--- src/rtl/guess_round_controller.sv ---
// guess_round_controller
//   Sequences one round of the number-guessing game around the digit-entry
//   block. It picks the secret from a free-running BCD counter, sets the digit
//   count, gates user input, judges each guess, counts the remaining attempts
//   and reports win or lose.
//
// Optional feature (macro GUESS_HINT_EN):
//   defined   -> hint_high / hint_low report whether the last valid guess was
//                above or below the secret.
//   undefined -> hint_high / hint_low are tied low and no comparator is built.
//
// Ports:
//   clk            system clock
//   restart        asynchronous active-low reset
//   start          level button, rising edge starts or aborts a round
//   submit         level button, rising edge submits the current guess
//   mode_sel[1:0]  requested digit count 1..3 (0 is treated as 1)
//   digit_1/2/3    current BCD guess, digit_1 is the ones digit
//   max_digits     digit count fed to digit entry
//   input_en       high only while in GUESS
//   clear_digits   one-cycle pulse as a new round begins (visible during ARM)
//   attempts_left  attempts remaining in the round
//   state_out      IDLE=0 ARM=1 GUESS=2 CHECK=3 WIN=4 LOSE=5
//   win / lose     high while in WIN / LOSE
//   hint_high/low  last guess was above / below the secret
module guess_round_controller #(
  parameter int MAX_ATTEMPTS = 7,
  parameter int AW           = 4
) (
  input  logic          clk,
  input  logic          restart,
  input  logic          start,
  input  logic          submit,
  input  logic [1:0]    mode_sel,
  input  logic [3:0]    digit_1,
  input  logic [3:0]    digit_2,
  input  logic [3:0]    digit_3,
  output logic [1:0]    max_digits,
  output logic          input_en,
  output logic          clear_digits,
  output logic [AW-1:0] attempts_left,
  output logic [2:0]    state_out,
  output logic          win,
  output logic          lose,
  output logic          hint_high,
  output logic          hint_low
);

  typedef enum logic [2:0] {
    S_IDLE  = 3'd0,
    S_ARM   = 3'd1,
    S_GUESS = 3'd2,
    S_CHECK = 3'd3,
    S_WIN   = 3'd4,
    S_LOSE  = 3'd5
  } state_t;

  localparam logic [AW-1:0] ATT_INIT = AW'(MAX_ATTEMPTS);

  state_t        r_state, w_next;
  logic          r_start_prev, r_submit_prev;
  logic          w_start_press, w_submit_press, w_round_start, w_submit_take;
  logic [3:0]    r_cnt_d1, r_cnt_d2, r_cnt_d3;
  logic [11:0]   r_secret, r_guess;
  logic [1:0]    r_max_digits, w_mode_digits;
  logic [AW-1:0] r_attempts, w_att_dec;
  logic          r_clear;
  logic          w_guess_bad, w_match;

  // Digits above the active digit count are forced to zero so that stale
  // entry digits never influence the secret or the guess.
  function automatic logic [11:0] mask_digits(input logic [1:0] n,
                                              input logic [3:0] d3,
                                              input logic [3:0] d2,
                                              input logic [3:0] d1);
    mask_digits = {(n == 2'd3) ? d3 : 4'd0, (n >= 2'd2) ? d2 : 4'd0, d1};
  endfunction

  // Previous-value registers start at 0, so a button held through reset
  // release is seen as one press on the first clock.
  assign w_start_press  = start  & ~r_start_prev;
  assign w_submit_press = submit & ~r_submit_prev;
  assign w_round_start  = w_start_press &&
                          (r_state == S_IDLE || r_state == S_GUESS ||
                           r_state == S_WIN  || r_state == S_LOSE);
  // start has priority over submit in GUESS
  assign w_submit_take  = w_submit_press && !w_start_press && (r_state == S_GUESS);
  assign w_mode_digits  = (mode_sel == 2'd0) ? 2'd1 : mode_sel;
  assign w_att_dec      = r_attempts - AW'(1);
  assign w_guess_bad    = (r_guess[11:8] > 4'd9) || (r_guess[7:4] > 4'd9) ||
                          (r_guess[3:0] > 4'd9);
  assign w_match        = !w_guess_bad && (r_guess == r_secret);

  always_ff @(posedge clk or negedge restart) begin
    if (!restart) begin
      r_start_prev  <= 1'b0;
      r_submit_prev <= 1'b0;
    end else begin
      r_start_prev  <= start;
      r_submit_prev <= submit;
    end
  end

  // Free-running 000..999 BCD counter; frozen during CHECK.
  always_ff @(posedge clk or negedge restart) begin
    if (!restart) begin
      r_cnt_d1 <= 4'd0;
      r_cnt_d2 <= 4'd0;
      r_cnt_d3 <= 4'd0;
    end else if (r_state != S_CHECK) begin
      if (r_cnt_d1 == 4'd9) begin
        r_cnt_d1 <= 4'd0;
        if (r_cnt_d2 == 4'd9) begin
          r_cnt_d2 <= 4'd0;
          r_cnt_d3 <= (r_cnt_d3 == 4'd9) ? 4'd0 : r_cnt_d3 + 4'd1;
        end else begin
          r_cnt_d2 <= r_cnt_d2 + 4'd1;
        end
      end else begin
        r_cnt_d1 <= r_cnt_d1 + 4'd1;
      end
    end
  end

  // Round data: digit count, secret, guess, attempts, clear pulse.
  always_ff @(posedge clk or negedge restart) begin
    if (!restart) begin
      r_max_digits <= 2'd1;
      r_secret     <= 12'd0;
      r_guess      <= 12'd0;
      r_attempts   <= '0;
      r_clear      <= 1'b0;
    end else begin
      r_clear <= w_round_start;
      if (w_round_start) begin
        r_max_digits <= w_mode_digits;
        r_secret     <= mask_digits(w_mode_digits, r_cnt_d3, r_cnt_d2, r_cnt_d1);
        r_attempts   <= ATT_INIT;
      end else begin
        if (w_submit_take)
          r_guess <= mask_digits(r_max_digits, digit_3, digit_2, digit_1);
        if (r_state == S_CHECK && !w_match)
          r_attempts <= w_att_dec;
      end
    end
  end

`ifdef GUESS_HINT_EN
  logic       r_hint_high, r_hint_low;
  logic [9:0] w_guess_val, w_secret_val;

  function automatic logic [9:0] bcd_value(input logic [11:0] d);
    bcd_value = 10'(d[11:8]) * 10'd100 + 10'(d[7:4]) * 10'd10 + 10'(d[3:0]);
  endfunction

  assign w_guess_val  = bcd_value(r_guess);
  assign w_secret_val = bcd_value(r_secret);

  // Hints are only meaningful for a guess made of valid BCD digits.
  always_ff @(posedge clk or negedge restart) begin
    if (!restart) begin
      r_hint_high <= 1'b0;
      r_hint_low  <= 1'b0;
    end else if (w_round_start) begin
      r_hint_high <= 1'b0;
      r_hint_low  <= 1'b0;
    end else if (r_state == S_CHECK) begin
      r_hint_high <= !w_guess_bad && (w_guess_val > w_secret_val);
      r_hint_low  <= !w_guess_bad && (w_guess_val < w_secret_val);
    end
  end

  assign hint_high = r_hint_high;
  assign hint_low  = r_hint_low;
`else
  assign hint_high = 1'b0;
  assign hint_low  = 1'b0;
`endif

  // State register
  always_ff @(posedge clk or negedge restart) begin
    if (!restart) r_state <= S_IDLE;
    else          r_state <= w_next;
  end

  // Next-state logic
  always_comb begin
    w_next = r_state;
    case (r_state)
      S_IDLE:  if (w_start_press) w_next = S_ARM;
      S_ARM:   w_next = S_GUESS;
      S_GUESS: begin
        if (w_start_press)       w_next = S_ARM;
        else if (w_submit_press) w_next = S_CHECK;
      end
      S_CHECK: begin
        if (w_match)                w_next = S_WIN;
        else if (w_att_dec == '0)   w_next = S_LOSE;
        else                        w_next = S_GUESS;
      end
      S_WIN:   if (w_start_press) w_next = S_ARM;
      S_LOSE:  if (w_start_press) w_next = S_ARM;
      default: w_next = S_IDLE;
    endcase
  end

  // Outputs
  always_comb begin
    state_out     = r_state;
    input_en      = (r_state == S_GUESS);
    win           = (r_state == S_WIN);
    lose          = (r_state == S_LOSE);
    max_digits    = r_max_digits;
    clear_digits  = r_clear;
    attempts_left = r_attempts;
  end

endmodule

--- config.mk ---
export PLATFORM = sky130hd
export DESIGN_NAME = guess_round_controller
export DESIGN_NICKNAME = d
export VERILOG_FILES = /design/src/rtl/guess_round_controller.sv
export SDC_FILE = /design/constraint.sdc
export NUM_CORES = 1
export LEC_CHECK = 0
export CAP_MARGIN = 15
export CORE_MARGIN = 1.5
export CORE_UTILIZATION = 30
export CTS_CLUSTER_DIAMETER = 40
export DETAILED_ROUTE_END_ITERATION = 16
export PLACE_DENSITY = 0.53
export SYNTH_ARGS = -nofsm -noshare
export SYNTH_HDL_FRONTEND = slang
export SYNTH_SLANG_ARGS = --single-unit
export TNS_END_PERCENT = 5
--- constraint.sdc ---
create_clock -name clk -period 4 [get_ports clk]
set_clock_uncertainty 0.2 [all_clocks]
set_input_delay 0.8 -clock clk [delete_from_list [all_inputs] [get_ports clk]]
set_output_delay 0.8 -clock clk [all_outputs]
set_load 0.01 [all_outputs]
# Word level (Yosys, flattened, before mapping)
# Cells that the tools add are included.
word_totals:
  ff_bits: 48
  output_inout_bits: 15
  input_bits: 18
op_classes:
  eq_ne: 14
  n_bitwise: 5
  n_reduce_logical: 22
  muxes: 16
  addsub: 4
  magnitude_cmp: 5
op_table:
  columns: ["operator", "count"]
  rows:
  - ["$mux W4", 9]
  - ["$mux W3", 5]
  - ["$add A4 B1 Y4 const B", 3]
  - ["$eq A12 B12 Y1", 1]
  - ["$eq A4 B4 Y1 const B", 3]
  - ["$gt A4 B4 Y1 const B", 3]
  - ["$pmux W3 S4", 1]
  - ["$eq A3 B2 Y1 const B", 2]
  - ["$eq A3 B3 Y1 const B", 2]
  - ["$reduce_and A2 Y1", 3]
  - ["$logic_and A1 B1 Y1", 5]
  - ["$logic_or A1 B1 Y1", 5]
  - ["$eq A2 B2 Y1 const B", 2]
  - ["$ge A2 B2 Y1 const B", 2]
  - ["$logic_not A4 Y1", 1]
  - ["$sub A4 B1 Y4 const B", 1]
  - ["$eq A3 B1 Y1 const B", 1]
  - ["$logic_not A1 Y1", 3]
  - ["$logic_not A3 Y1", 1]
  - ["$ne A3 B1 Y1 const B", 1]
  - ["$ne A3 B2 Y1 const B", 1]
  - ["$not A1 Y1", 3]
  - ["$reduce_and A3 Y1", 1]
  - ["$reduce_or A3 Y1", 1]
  - ["5 further kinds", 6]

# Longest topological paths before layout
depth:
  ltp_word: 9
  mapped_depth: 8
  mapped_depth_nobuf: 7

# Worst setup path after synthesis
# No wires, ideal clock.
synth_timing:
  path_type: "input to register"
  startpoint: "input submit"
  endpoint: "register r_guess[1]"
  path_slack_ps: 2049
  cell_stages: 4
  arrival_ps: 1626
  cell_sequence: "nor2b_1 nand3_1 clkbuf_1 mux2_2"
synth_between:
  elab_chain_cells: 4
synth_lines:
  columns: ["element", "line", "source"]
  rows:
  - ["start, declared", "33", "input logic submit,"]
  - ["$and A1 B1 Y1", "82", "assign w_submit_press = submit & ~r_submit_prev;"]
  - ["$logic_and A1 B1 Y1 (2 in series)", "87", "assign w_submit_take = w_submit_press && !w_start_press && (r_state == S_GUESS);"]
  - ["$reduce_and A2 Y1 (no source line)", null, null]
  - ["end signal, assigned", "141", "r_guess <= mask_digits(r_max_digits, digit_3, digit_2, digit_1);"]
  - ["end, declared", "64", "logic [11:0] r_secret, r_guess;"]
# Every way passes these cells.
# A chain may end at the register's enable or synchronous reset.

# Final worst setup path
layout_timing:
  startpoint: "register r_state[1] (netlist: state_out[1])"
  endpoint: "output input_en"
layout_between:
  elab_chain_cells: 1
layout_lines:
  columns: ["element", "line", "source"]
  rows:
  - ["start, declared", "60", "state_t r_state, w_next;"]
  - ["start signal, assigned", "183", "else r_state <= w_next;"]
  - ["$eq A3 B2 Y1", "210", "input_en = (r_state == S_GUESS);"]
  - ["end, declared", "39", "output logic input_en,"]
# Every way passes these cells.

==> impl_metrics.toml <==
[cts]
post_cts_buffers = 0
cts_max_level = 2
hold_buffers = 0
clock-sinks = 48
clk_latency_ns = 0.31
cts_root_buffer = "clkbuf_8"
clock_path_buffers = 2
cts_tree = "yes"
cts_inserted_buffers = 5
clkTransAtPathRegs_ns = 0.09
cts_resized = 0

[die]
core_um2 = 7690
fp.dieH_um = 92.1
dieArea_um2 = 8480
rows = 32
die_w_um = 92.1
io_pins = 33
start_util_pct = 31.0

[placed_design]
place_congestion = 0.763
place_ws_ns = 1.17
dp_cells = 375
io_buffer_count = 30
dp_hpwl_mm = 3.54

[critical_path]
crit_required_ns = 3.00
path_max_fanout = 6
crit_end = "input_en"
r2r-start = "state_out[1]"
crit_family = "buffers and inverters"
end_kind = "output pin"
r2r_cells = 4
reg2reg_to = "r_guess[0]"
cp_cell_sequence = "inv_2 > nor3_1 > clkdlybuf4s50_1"
r2r_slack_ns = 1.72
cp-startpoint = "state_out[1]"
crit_path_top_delay_cell = "clkdlybuf4s50_1"
slowest_delay_ns = 0.60
crit_path_start_kind = "flop"
path_depth = 3
arrival_ns = 1.79
worstSetupPathType = "flop to output pin"
crit_buf_inv = 2

[final_layout]
syn2layout_area_growth_pct = 20.9
diodes = 0
fin_nets = 300
drive_gt1_share_pct = 8.19
stdcell_count = 383
fillCellCount = 794

[synthesis]
yosysSeqAreaShare_pct = 50.5
ys_seq_elements = 48
synthArstFlopShare_pct = 100
yosys.cell_count.top_type = "nand2_1"
syn-instance-count = 252
syn_avg_cell_area_um2 = 9.45
synth_area_um2 = 2380
synth-edff-count = 0
ys_warn_count = 0
synth.distinct_cells = 48
synth_common_cells = "nand2_1, dfrtp_1, nand3_1, o21ai_0, xor2_1"
yosysTopAreaCellShare_pct = 49.4
synthFlopType = "dfrtp_1"
synthTopCellsByArea = "dfrtp_1, nand2_1, xor2_1, nand3_1, o21ai_0"
yosys.area.top_type = "dfrtp_1"

[routing]
vias = 1795
viasPerCell = 4.69
wl_mm = 4.88
drc = 0
route.antenna.remaining_nets = 0
drt_iter0_drc = 59
routedWlPerCell_um = 12.7
dr.pass1.iters = 4

[timing]
timing.final.ws_setup_ns = 1.21
finalSetupTns_ns = 0
fmax_mhz = 359
fin_crit_sh_pct = 69.7
rsz0062_at_grt = "no"
slew_headroom_pct = 51.8
setup_viol = 0
drv_slew = 0
period_needed_ns = 2.79
worstMarginPinSlew_ns = 0.722
hold_slack_ns = 0.230
hold_viol_final = 0

[worst_hold_path]
hold_path_class = "input pin to asynchronous set/reset pin"

[global_route]
grt_max_degree = 29
grt_usage_pct = 12.6
grt_pass1_vias = 1758
antenna_found_initial = 0
grt_overflow = 0
grt_pass1_wl_mm = 8.42

[power_and_ir_drop]
powerDensity_nw_per_um2 = 675
max-vdd-ir-drop_uv = 210
total_power_w = 0.00194
p_leak_nw = 1.28

[run]
drv_cap = 0

[status]
status = "complete, no violations"
-- placed cells by master, fill, tap and decap left out, types with 6 or more instances in the layout --
cell type        netlist  routed
o21ai_1                6       6
dfrtp_1               47      47
nor2_1                 7       7
xor2_1                13      13
nand2_1               54      54
nand3_1               20      20
inv_1                  6       6
o21ai_0               15      15
clkdlybuf4s50_1        0      29
-- stage by stage --
stage                     util [%]  instance area, um2
after CTS                     37.5                2880
after detailed placement      36.0                2760
final                         37.5                2880
after floorplan                  -                2390
after global placement        36.0                2760
after global routing          37.5                2880
-- power breakdown --
group | switching [W] | internal [W] | leakage (nW)
combinational | 0.000377 | 0.000367 | 0.605
sequential | 0.000190 | 0.000645 | 0.616
clock | 0.000175 | 0.000188 | 0.0548
total | 0.000742 | 0.00120 | 1.28
-- cells by family (layout without fill, tap and decap cells) --
| logic type | after synthesis | count (layout) | synth area share [%] |
|---|---|---|---|
| compound gates | 38 | 38 | 9.66 |
| mux | 8 | 8 | 3.68 |
| simple gates | 117 | 117 | 24.6 |
| xor+xnor | 18 | 18 | 6.62 |
| buf+inv | 20 | 48 | 3.78 |
| flops | 48 | 48 | 50.5 |
| fa+ha+maj | 2 | 2 | 1.05 |
| other cells | 1 | 2 | 0.157 |
-- layer usage --
metal | GRT usage (%) | routed length [um]
met3 | 2.90 | 140
met5 | 0 | 0
met2 | 21.7 | 2450
met4 | 5.00 | 79
met1 | 15.1 | 2210
-- flip-flops by register name, indices dropped and copies added (netlist names) --
name / flops
r_guess: 12
r_secret: 12
attempts_left: 4
r_cnt_d1: 4
r_cnt_d2: 4
r_cnt_d3: 4
state_out: 3
max_digits: 2
clear_digits: 1
r_start_prev: 1
r_submit_prev: 1
-- worst min path at each step --
stage | from | end | slack [ns] | depth (start not counted)
after floorplan | r_secret[4] | r_secret[4] | 0.26 | 2
after global placement | r_secret[4] | r_secret[4] | 0.28 | 2
after detailed placement | r_secret[6] | r_secret[6] | 0.28 | 2
after CTS | restart | state_out[1] | 0.24 | 1
after global routing | restart | state_out[1] | 0.26 | 1
final | restart | state_out[1] | 0.23 | 1
-- cell type report --
class,count,area [um2],share of cell area [%]
Inverter,8,30.0,1.04
Clock inverter,3,46.3,1.61
Clock buffer,5,68.8,2.39
Tap cell,102,128,4.43
Sequential cell,48,1200,41.8
Timing Repair Buffer,32,310,10.8
Multi-Input combinational cell,185,1090,38.0
Note: power is estimated with default switching activity, not from simulation.
